===== config.mk =====
export PLATFORM = sky130hd
export DESIGN_NAME = mem_arbiter
export DESIGN_NICKNAME = d
export VERILOG_FILES = /design/src/rtl/mem_arbiter_pkg.sv /design/src/rtl/arb_pick.sv /design/src/rtl/mem_arbiter.sv
export SDC_FILE = /design/constraint.sdc
export NUM_CORES = 1
export LEC_CHECK = 0
export CORE_UTILIZATION = 40
export CTS_CLUSTER_SIZE = 8
export DETAILED_ROUTE_END_ITERATION = 12
export MAX_ROUTING_LAYER = met4
export PLACE_DENSITY = 0.86
export SYNTH_ARGS = -nofsm -noshare
export SYNTH_HDL_FRONTEND = slang
export SYNTH_SLANG_ARGS = --single-unit

===== constraint.sdc =====
create_clock -name clk -period 2.1 [get_ports clk]
set_input_delay 0.525 -clock clk [delete_from_list [all_inputs] [get_ports clk]]
set_output_delay 0.525 -clock clk [all_outputs]
set_load 0.01 [all_outputs]

===== src/rtl/mem_arbiter_pkg.sv =====
// mem_arbiter_pkg: shared definitions for the two-requester memory arbiter.
//
// Contents:
//   state_e       - arbiter FSM states (IDLE, ACCESS, RESP)
//   REQ_CPU       - requester index of the CPU data port (0)
//   REQ_LDR       - requester index of the loader/debug port (1)
//   NUM_REQ       - number of requesters
//   idx_to_onehot - converts a requester index into a one-hot vector
//
// Word widths come from the project-wide WORD_WIDTH define, normally
// provided by defs.vh. The fallback below lets the arbiter build on its own
// when defs.vh has not been pulled in ahead of this package.

`ifndef WORD_WIDTH
`define WORD_WIDTH 16
`endif

package mem_arbiter_pkg;

  typedef enum logic [1:0] {
    IDLE   = 2'd0,
    ACCESS = 2'd1,
    RESP   = 2'd2
  } state_e;

  localparam logic REQ_CPU = 1'b0;
  localparam logic REQ_LDR = 1'b1;
  localparam int unsigned NUM_REQ = 2;

  function automatic logic [NUM_REQ-1:0] idx_to_onehot(input logic idx);
    return NUM_REQ'(2'b01 << idx);
  endfunction

endpackage


===== src/rtl/arb_pick.sv =====
// arb_pick: combinational winner selection for the two-requester arbiter.
//
// Ports:
//   req   in  2  request per requester (bit 0 = CPU, bit 1 = loader/debug)
//   last  in  1  index of the requester granted last (MEM_ARB_RR_EN only)
//   gnt   out 2  one-hot winner, all zero when nobody requests
//
// Configuration macro: MEM_ARB_RR_EN
//   defined   - ties go to the requester that was not granted last
//   undefined - ties always go to the CPU; no last-winner input exists

module arb_pick
  import mem_arbiter_pkg::*;
(
  input  logic [1:0] req,
`ifdef MEM_ARB_RR_EN
  input  logic       last,
`endif
  output logic [1:0] gnt
);

  always_comb begin
    gnt = 2'b00;
    if (req[REQ_CPU] && req[REQ_LDR]) begin
`ifdef MEM_ARB_RR_EN
      // The pointer holds the last winner, so the other one goes next.
      gnt = idx_to_onehot(~last);
`else
      gnt[REQ_CPU] = 1'b1;
`endif
    end else begin
      // Zero or one requester: the request vector already is the grant.
      gnt = req;
    end
  end

endmodule


===== src/rtl/mem_arbiter.sv =====
// mem_arbiter: arbitrates two requesters (CPU data, loader/debug) onto one
// single-ported memory with a combinational read path. One access is in
// flight at a time; a read returns its data two cycles after acceptance.
//
// Parameters:
//   AW  address width (default WORD_WIDTH)
//   DW  data width    (default WORD_WIDTH)
//
// Ports:
//   clk             in   1   clock, all logic on the rising edge
//   rst_n           in   1   asynchronous active-low reset
//   req[1:0]        in   2   request per requester (0 = CPU, 1 = loader)
//   we[1:0]         in   2   write enable per requester, valid with req
//   addr0, addr1    in   AW  request address per requester
//   wdata0, wdata1  in   DW  write data per requester
//   gnt[1:0]        out  2   one-hot grant; accept = req[i] && gnt[i]
//   rvalid[1:0]     out  2   one-hot read-data valid
//   rdata           out  DW  registered read data, held between reads
//   mem_addr        out  AW  memory address
//   mem_wdata       out  DW  memory write data
//   mem_we          out  1   memory write enable (one cycle per write)
//   mem_rdata       in   DW  memory read data (combinational)
//
// Configuration macro: MEM_ARB_RR_EN
//   defined   - round-robin tie break using a last-winner pointer that
//               resets to the loader so the CPU wins the first tie
//   undefined - fixed priority, CPU always wins ties, no pointer

module mem_arbiter
  import mem_arbiter_pkg::*;
#(
  parameter int AW = `WORD_WIDTH,
  parameter int DW = `WORD_WIDTH
) (
  input  logic          clk,
  input  logic          rst_n,
  input  logic [1:0]    req,
  input  logic [1:0]    we,
  input  logic [AW-1:0] addr0,
  input  logic [AW-1:0] addr1,
  input  logic [DW-1:0] wdata0,
  input  logic [DW-1:0] wdata1,
  output logic [1:0]    gnt,
  output logic [1:0]    rvalid,
  output logic [DW-1:0] rdata,
  output logic [AW-1:0] mem_addr,
  output logic [DW-1:0] mem_wdata,
  output logic          mem_we,
  input  logic [DW-1:0] mem_rdata
);

  state_e        state_q, state_d;
  logic          win_q, win_d;       // index of the requester in flight
  logic          wr_q, wr_d;         // in-flight access is a write
  logic [AW-1:0] addr_q, addr_d;
  logic [DW-1:0] wdata_q, wdata_d;
  logic [DW-1:0] rdata_q, rdata_d;
`ifdef MEM_ARB_RR_EN
  logic          last_q, last_d;     // requester granted most recently
`endif

  logic [1:0]    pick_gnt;

  arb_pick u_arb_pick (
    .req  (req),
`ifdef MEM_ARB_RR_EN
    .last (last_q),
`endif
    .gnt  (pick_gnt)
  );

  // Next-state and request latching. All request fields are captured at
  // accept so the requester may change its inputs while the access runs.
  always_comb begin
    state_d = state_q;
    win_d   = win_q;
    wr_d    = wr_q;
    addr_d  = addr_q;
    wdata_d = wdata_q;
    rdata_d = rdata_q;
`ifdef MEM_ARB_RR_EN
    last_d  = last_q;
`endif

    case (state_q)
      IDLE: begin
        if (pick_gnt != 2'b00) begin
          win_d   = pick_gnt[REQ_LDR];
          wr_d    = (win_d == REQ_LDR) ? we[REQ_LDR]    : we[REQ_CPU];
          addr_d  = (win_d == REQ_LDR) ? addr1          : addr0;
          wdata_d = (win_d == REQ_LDR) ? wdata1         : wdata0;
`ifdef MEM_ARB_RR_EN
          last_d  = win_d;
`endif
          state_d = ACCESS;
        end
      end
      ACCESS: begin
        if (wr_q) begin
          state_d = IDLE;
        end else begin
          rdata_d = mem_rdata;
          state_d = RESP;
        end
      end
      RESP: begin
        state_d = IDLE;
      end
      default: begin
        state_d = IDLE;
      end
    endcase
  end

  always_ff @(posedge clk or negedge rst_n) begin
    if (!rst_n) begin
      state_q <= IDLE;
      win_q   <= REQ_CPU;
      wr_q    <= 1'b0;
      addr_q  <= '0;
      wdata_q <= '0;
      rdata_q <= '0;
`ifdef MEM_ARB_RR_EN
      last_q  <= REQ_LDR;
`endif
    end else begin
      state_q <= state_d;
      win_q   <= win_d;
      wr_q    <= wr_d;
      addr_q  <= addr_d;
      wdata_q <= wdata_d;
      rdata_q <= rdata_d;
`ifdef MEM_ARB_RR_EN
      last_q  <= last_d;
`endif
    end
  end

  // Grant is only offered from IDLE. It is also gated by rst_n so that a
  // request held high during reset never shows a grant on the port.
  assign gnt       = (rst_n && (state_q == IDLE)) ? pick_gnt : 2'b00;

  // Write strobe comes from registered state only, so an asynchronous reset
  // in the middle of ACCESS drops it before the next clock edge.
  assign mem_we    = (state_q == ACCESS) && wr_q;
  assign mem_addr  = addr_q;
  assign mem_wdata = wdata_q;

  assign rvalid    = (state_q == RESP) ? idx_to_onehot(win_q) : 2'b00;
  assign rdata     = rdata_q;

endmodule


==> flow_summary.json, run 1 <==
{
  "ys_seq_area_share_pct": 49.0,
  "area_growth_syn_to_layout_pct": 60.0,
  "die_h_um": 83.5,
  "drc": 0,
  "drt_iter0_drc": 57,
  "yosys.cell_types.count": 15,
  "place_hpwl_mm": 4.39,
  "peakVddDrop_v": 0.000789,
  "avgViaCountPerCell": 4.78,
  "syn_inst": 155,
  "layout_setup_ws_ns": 0.0541,
  "cp.arrival_ns": 1.52,
  "max_freq_mhz": 489,
  "ant_nets": 0,
  "syn_area_um2": 2660,
  "place_ws_ns": -0.170,
  "cts_hold_buf": 0,
  "grt_util_all_layers_pct": 17.8,
  "layout_common_cells": "clkdlybuf4s50_1, mux2_4, dfrtp_1",
  "tightest_slew_ns": 0.644,
  "portBuffers": 138,
  "ioPinCount": 139,
  "min_period_over_period_pct": 97.4,
  "start_util_pct": 41.6,
  "final_cells": 380,
  "grt_start_max_net_pins": 53,
  "core_area_um2": 6390,
  "clock_sinks": 52,
  "hold_viol_final": 0,
  "p_leak_uw": 0.00190,
  "outcome": "completed",
  "min_period_ns": 2.05,
  "antenna_found_initial": 0,
  "gp_congestion": 0.674,
  "worstPathRequired_ns": 1.57,
  "skew_ns": 0.00763,
  "cts_tree": "yes",
  "final_common_cell": "clkdlybuf4s50_1",
  "worstPathMaxFanout": 5,
  "postRouteWirelength_mm": 5.71,
  "critPathKind": "reg2out",
  "numCtsBuffers": 5,
  "hold_class": "in2async",
  "path_clk_slew_ns": 0.10,
  "drv_slew": 0,
  "max-slew-margin-rel_pct": 57.0,
  "die_w_um": 83.5,
  "crit_path_end_kind": "output pin",
  "nNetsFinal": 388,
  "htree_num_levels": 2,
  "wl_per_cell_um": 15.0,
  "layout-drive-gt1-share_pct": 35.6,
  "power_density_nw_per_um2": 1280,
  "grt_pass1_vias": 1979,
  "yosysWarnings": 0,
  "gr-total-overflow": 0,
  "dp_cells": 371,
  "rsz0062_at_grt": "no",
  "diodes": 0,
  "synth.avg_cell_area_um2": 17.1,
  "grt_first_pass_wirelength_mm": 9.55,
  "clock_tree.buffer_depth": 2,
  "cts-root-buf": "clkbuf_8",
  "synth-seq-cells": 52,
  "first_pass_iters": 3,
  "drv_cap": 0,
  "start_kind": "register",
  "placed_cell_area_um2": 4130,
  "finalSetupViolCount": 0,
  "rows": 29,
  "die_area_um2": 6970,
  "clock_latency_ns": 0.30,
  "vias": 1815,
  "design_area_um2": 4250,
  "synth_fp_nets": 241
}
## power by group
group	leakage [µW]	internal (µW)	switching, µW	total [µW]
registers	0.000611	1520	291	1810
logic	0.00124	1950	978	2930
clock network	0.0000541	353	323	676
total	0.00190	3830	1590	5420
## registers in the layout, indices dropped and copies added, names as in the netlist
name       cells
win_q          1
wr_q           1
mem_wdata     16
rdata         16
state_q        2
mem_addr      16
## worst paths after layout
| check | start | to | slack, ns | cells after the start |
|---|---|---|---|---|
| worst min-delay path | rst_n | mem_wdata[5] | 0.39 | 2 |
| worst max-delay path | state_q[1] | mem_we | 0.05 | 2 |
| worst max register to register | state_q[1] | rdata[2] | 0.44 | 4 |
| min in group clk | mem_wdata[12] | mem_wdata[12] | 0.51 | 1 |
| worst min register to register | mem_wdata[12] | mem_wdata[12] | 0.51 | 1 |
| max in group asynchronous | rst_n | mem_wdata[13] | 1.28 | 2 |
## through the flow
step	total power (µW)	setup TNS (ns)	util [%]	hold slack, ns
6_report	5420	0	66.5	0.392
3_5_place_dp	4770	-2.33	64.7	0.493
5_1_grt	5730	0	66.5	0.436
3_3_place_gp	4710	-1.97	64.7	0.490
4_1_cts	5470	0	66.4	0.417
2_1_floorplan	3360	0	-	0.229
## synthesized netlist by cell type, drive strengths merged
| cell type | n | area share, % |
|---|---|---|
| mux2 | 82 | 43 |
| dfrtp | 52 | 49 |
| and3 | 1 | 0.24 |
| nor2 | 2 | 0.28 |
| buf | 9 | 4.7 |
| o21a | 1 | 0.28 |
| nor3b | 2 | 0.75 |
| and3b | 2 | 0.75 |
| nand2 | 1 | 0.14 |
| a21oi | 2 | 0.38 |
| nand2b | 1 | 0.52 |
## logic make-up after synthesis
logic type	Yosys count	synth area share, %
compound gates	3	0.660
buf+inv	9	4.67
flops	52	49.0
mux	82	43.0
simple gates	9	2.69
## worst max-delay path: stages, from the launching register on
cell and delay [ns]:
dfrtp_1 0.43, and3b_2 0.24, clkdlybuf4s50_1 0.55
## timing repair
action                     CTS  global route
setup endpoints to repair    2             1
gates resized for setup      3             0
buffers inserted             0             1
pin swaps                    0             0
## layout make-up
type | instances | area, µm²
well taps | 77 | 96.3
clock inverters | 3 | 42.5
clock buffers | 5 | 68.8
repair buffers | 149 | 1510
flip-flops and latches | 52 | 1300
multi-input cells | 94 | 1230
fillers | 485 | 2140
## metal layers
metal / GRT usage, % / vias up / wire (µm)
li1: - / 849 / -
met1: 22.7 / 876 / 2480
met2: 28.5 / 81 / 2780
met3: 4.35 / 9 / 350
met4: 4.93 / 0 / 96
met5: - / - / 0
Note: power is estimated with default switching activity, not from simulation.
==> inputs of run 2 (changes only) <==
--- a/config.mk
+++ b/config.mk
@@ -5,6 +5,7 @@
 export SDC_FILE = /design/constraint.sdc
 export NUM_CORES = 1
 export LEC_CHECK = 0
+export CAP_MARGIN = 25
 export CORE_UTILIZATION = 40
 export CTS_CLUSTER_SIZE = 8
 export DETAILED_ROUTE_END_ITERATION = 12
==> results of run 2 <==
Final layout, timing and power as in run 1 (identical DEF).
==> inputs of run 3 (changes only) <==
--- a/config.mk
+++ b/config.mk
@@ -6,11 +6,11 @@
 export NUM_CORES = 1
 export LEC_CHECK = 0
 export CAP_MARGIN = 25
-export CORE_UTILIZATION = 40
+export CORE_UTILIZATION = 43
 export CTS_CLUSTER_SIZE = 8
 export DETAILED_ROUTE_END_ITERATION = 12
 export MAX_ROUTING_LAYER = met4
-export PLACE_DENSITY = 0.86
+export PLACE_DENSITY = 0.91
 export SYNTH_ARGS = -nofsm -noshare
 export SYNTH_HDL_FRONTEND = slang
 export SYNTH_SLANG_ARGS = --single-unit
==> constraint.sdc (replaced) <==
create_clock -name clk -period 2.4 [get_ports clk]
set_input_delay 0.6 -clock clk [delete_from_list [all_inputs] [get_ports clk]]
set_output_delay 0.6 -clock clk [all_outputs]
set_load 0.01 [all_outputs]
==> run 3 against run 2 <==
  * Setup slack better by 0.16 ns
  * Non-clock buffer count is 2 lower
  * Register-to-register slack better by 0.44 ns
  * Clock power fell by 10%
  * Power shrank 13%
  * Wire length up 1.2%
  * Sequential power is 12% lower
  * Clock skew increased by 0.0015 ns
  * Critical endpoint is now gnt[1]
==> flow_summary.json, run 3 (same netlist as run 1, synthesis figures left out) <==
{
  "antenna_found_initial": 0,
  "area_growth_syn_to_layout_pct": 58.7,
  "tightest_slew_ns": 0.615,
  "place_hpwl_mm": 4.41,
  "cts-root-buf": "clkbuf_8",
  "setup-tns-final_ns": 0,
  "postCtsSetupRepairBufs": 0,
  "numCtsBuffers": 5,
  "diodes": 0,
  "nNetsFinal": 386,
  "final_common_cell": "clkdlybuf4s50_1",
  "finalSetupViolCount": 0,
  "layout_common_cells": "clkdlybuf4s50_1, mux2_4, dfrtp_1",
  "peakVddDrop_v": 0.000598,
  "drc": 0,
  "vias": 1809,
  "skew_ns": 0.00916,
  "cp.arrival_ns": 1.58,
  "p_leak_uw": 0.00190,
  "place_ws_ns": -0.0555,
  "worstPathRequired_ns": 1.80,
  "layout-drive-gt1-share_pct": 35.2,
  "hold_class": "in2async",
  "placed_cell_area_um2": 4100,
  "die_h_um": 80.6,
  "drt_iter0_drc": 42,
  "cp.depth": 4,
  "min_period_over_period_pct": 90.9,
  "htree_num_levels": 2,
  "core_area_um2": 5960,
  "clock_latency_ns": 0.30,
  "worstPathMaxFanout": 2,
  "slowest_delay_ns": 0.53,
  "grt_start_max_net_pins": 50,
  "rows": 28,
  "start_util_pct": 44.6,
  "start_kind": "input pin",
  "critPathBufInv": 2,
  "postRouteWirelength_mm": 5.78,
  "drv_slew": 0,
  "path_clk_slew_ns": 0.10,
  "max-slew-margin-rel_pct": 59.0,
  "reg2regPathDepth": 4,
  "layout_setup_ws_ns": 0.218,
  "critPathKind": "in2out",
  "crit_path_top_delay_cell": "clkdlybuf4s50_1",
  "critical_path.top_delay_family": "buffers and inverters",
  "grt_first_pass_wirelength_mm": 9.16,
  "first_pass_iters": 3,
  "clock_sinks": 52,
  "crit_path_end_kind": "output pin",
  "min_period_ns": 2.18,
  "drv_cap": 0,
  "portBuffers": 138,
  "fillers": 433,
  "max_freq_mhz": 458,
  "cp_cell_sequence": "clkdlybuf4s50_1, nand2b_4, nor2_1, dlygate4sd2_1",
  "ant_nets": 0,
  "whs_ns": 0.0896,
  "avgViaCountPerCell": 4.81,
  "gr-total-overflow": 0,
  "wl_per_cell_um": 15.4,
  "ioPinCount": 139,
  "clock_tree.buffer_depth": 2,
  "cts_tree": "yes",
  "design_area_um2": 4210,
  "outcome": "completed",
  "die_area_um2": 6490,
  "power_density_nw_per_um2": 1130,
  "rsz0062_at_grt": "no",
  "grt_pass1_vias": 1858,
  "hold_viol_final": 0,
  "grt_util_all_layers_pct": 19.3,
  "gp_congestion": 0.702,
  "die_w_um": 80.6,
  "p_total_uw": 4740
}
[run 3: changes by cell type in the layout (fill, tap and decap cells not counted), sizes merged]
cell | previous run | this run
dlygate4sd2 | 2 | 1
dlymetal6s2s | 0 | 1
clkinv | 1 | 0
inv | 0 | 1
buf | 12 | 10
[run 3: timing repair]
action / in CTS / in global routing
hold buffers: 0 / 0
setup endpoints to repair: 1 / 1
pin swaps: 0 / 0
resized for setup: 1 / 2
[run 3: cell type report]
| cell class | count | area (µm²) | share of cell area, % |
|---|---|---|---|
| Timing Repair Buffer | 147 | 1470 | 34.9 |
| Sequential cell | 52 | 1300 | 30.9 |
| Multi-Input combinational cell | 94 | 1230 | 29.3 |
| Tap cell | 75 | 93.8 | 2.23 |
| Clock buffer | 5 | 68.8 | 1.63 |
| Clock inverter | 3 | 46.3 | 1.10 |
[run 3: path summary, 6_finish.rpt]
path / from / endpoint / slack, ns
max: req[1] / gnt[1] / 0.22
min: rst_n / state_q[1] / 0.09
max reg2reg: state_q[0] / mem_wdata[11] / 0.88
min reg2reg: mem_addr[8] / mem_addr[8] / 0.52
max in group asynchronous: rst_n / mem_wdata[13] / 1.49
min in group clk: mem_addr[8] / mem_addr[8] / 0.52
[run 3: through the flow]
step / std cells / utilization [%]
after floorplan: 155 / -
after global placement: 368 / 68.8
after detailed placement: 368 / 68.8
after CTS: 376 / 70.7
after global routing: 376 / 70.8
final: 376 / 70.8
[run 3: metal layers]
layer / GRT usage (%) / wire length, µm / part of all wire (%)
met5: - / 0 / 0
met3: 3.41 / 323 / 5.6
met1: 23.3 / 2360 / 41
met4: 4.82 / 38 / 0.66
met2: 33.4 / 3060 / 53
[run 3: power breakdown]
group | switching, µW | internal [µW]
sequential | 261 | 1330
clock | 292 | 314
combinational | 845 | 1700
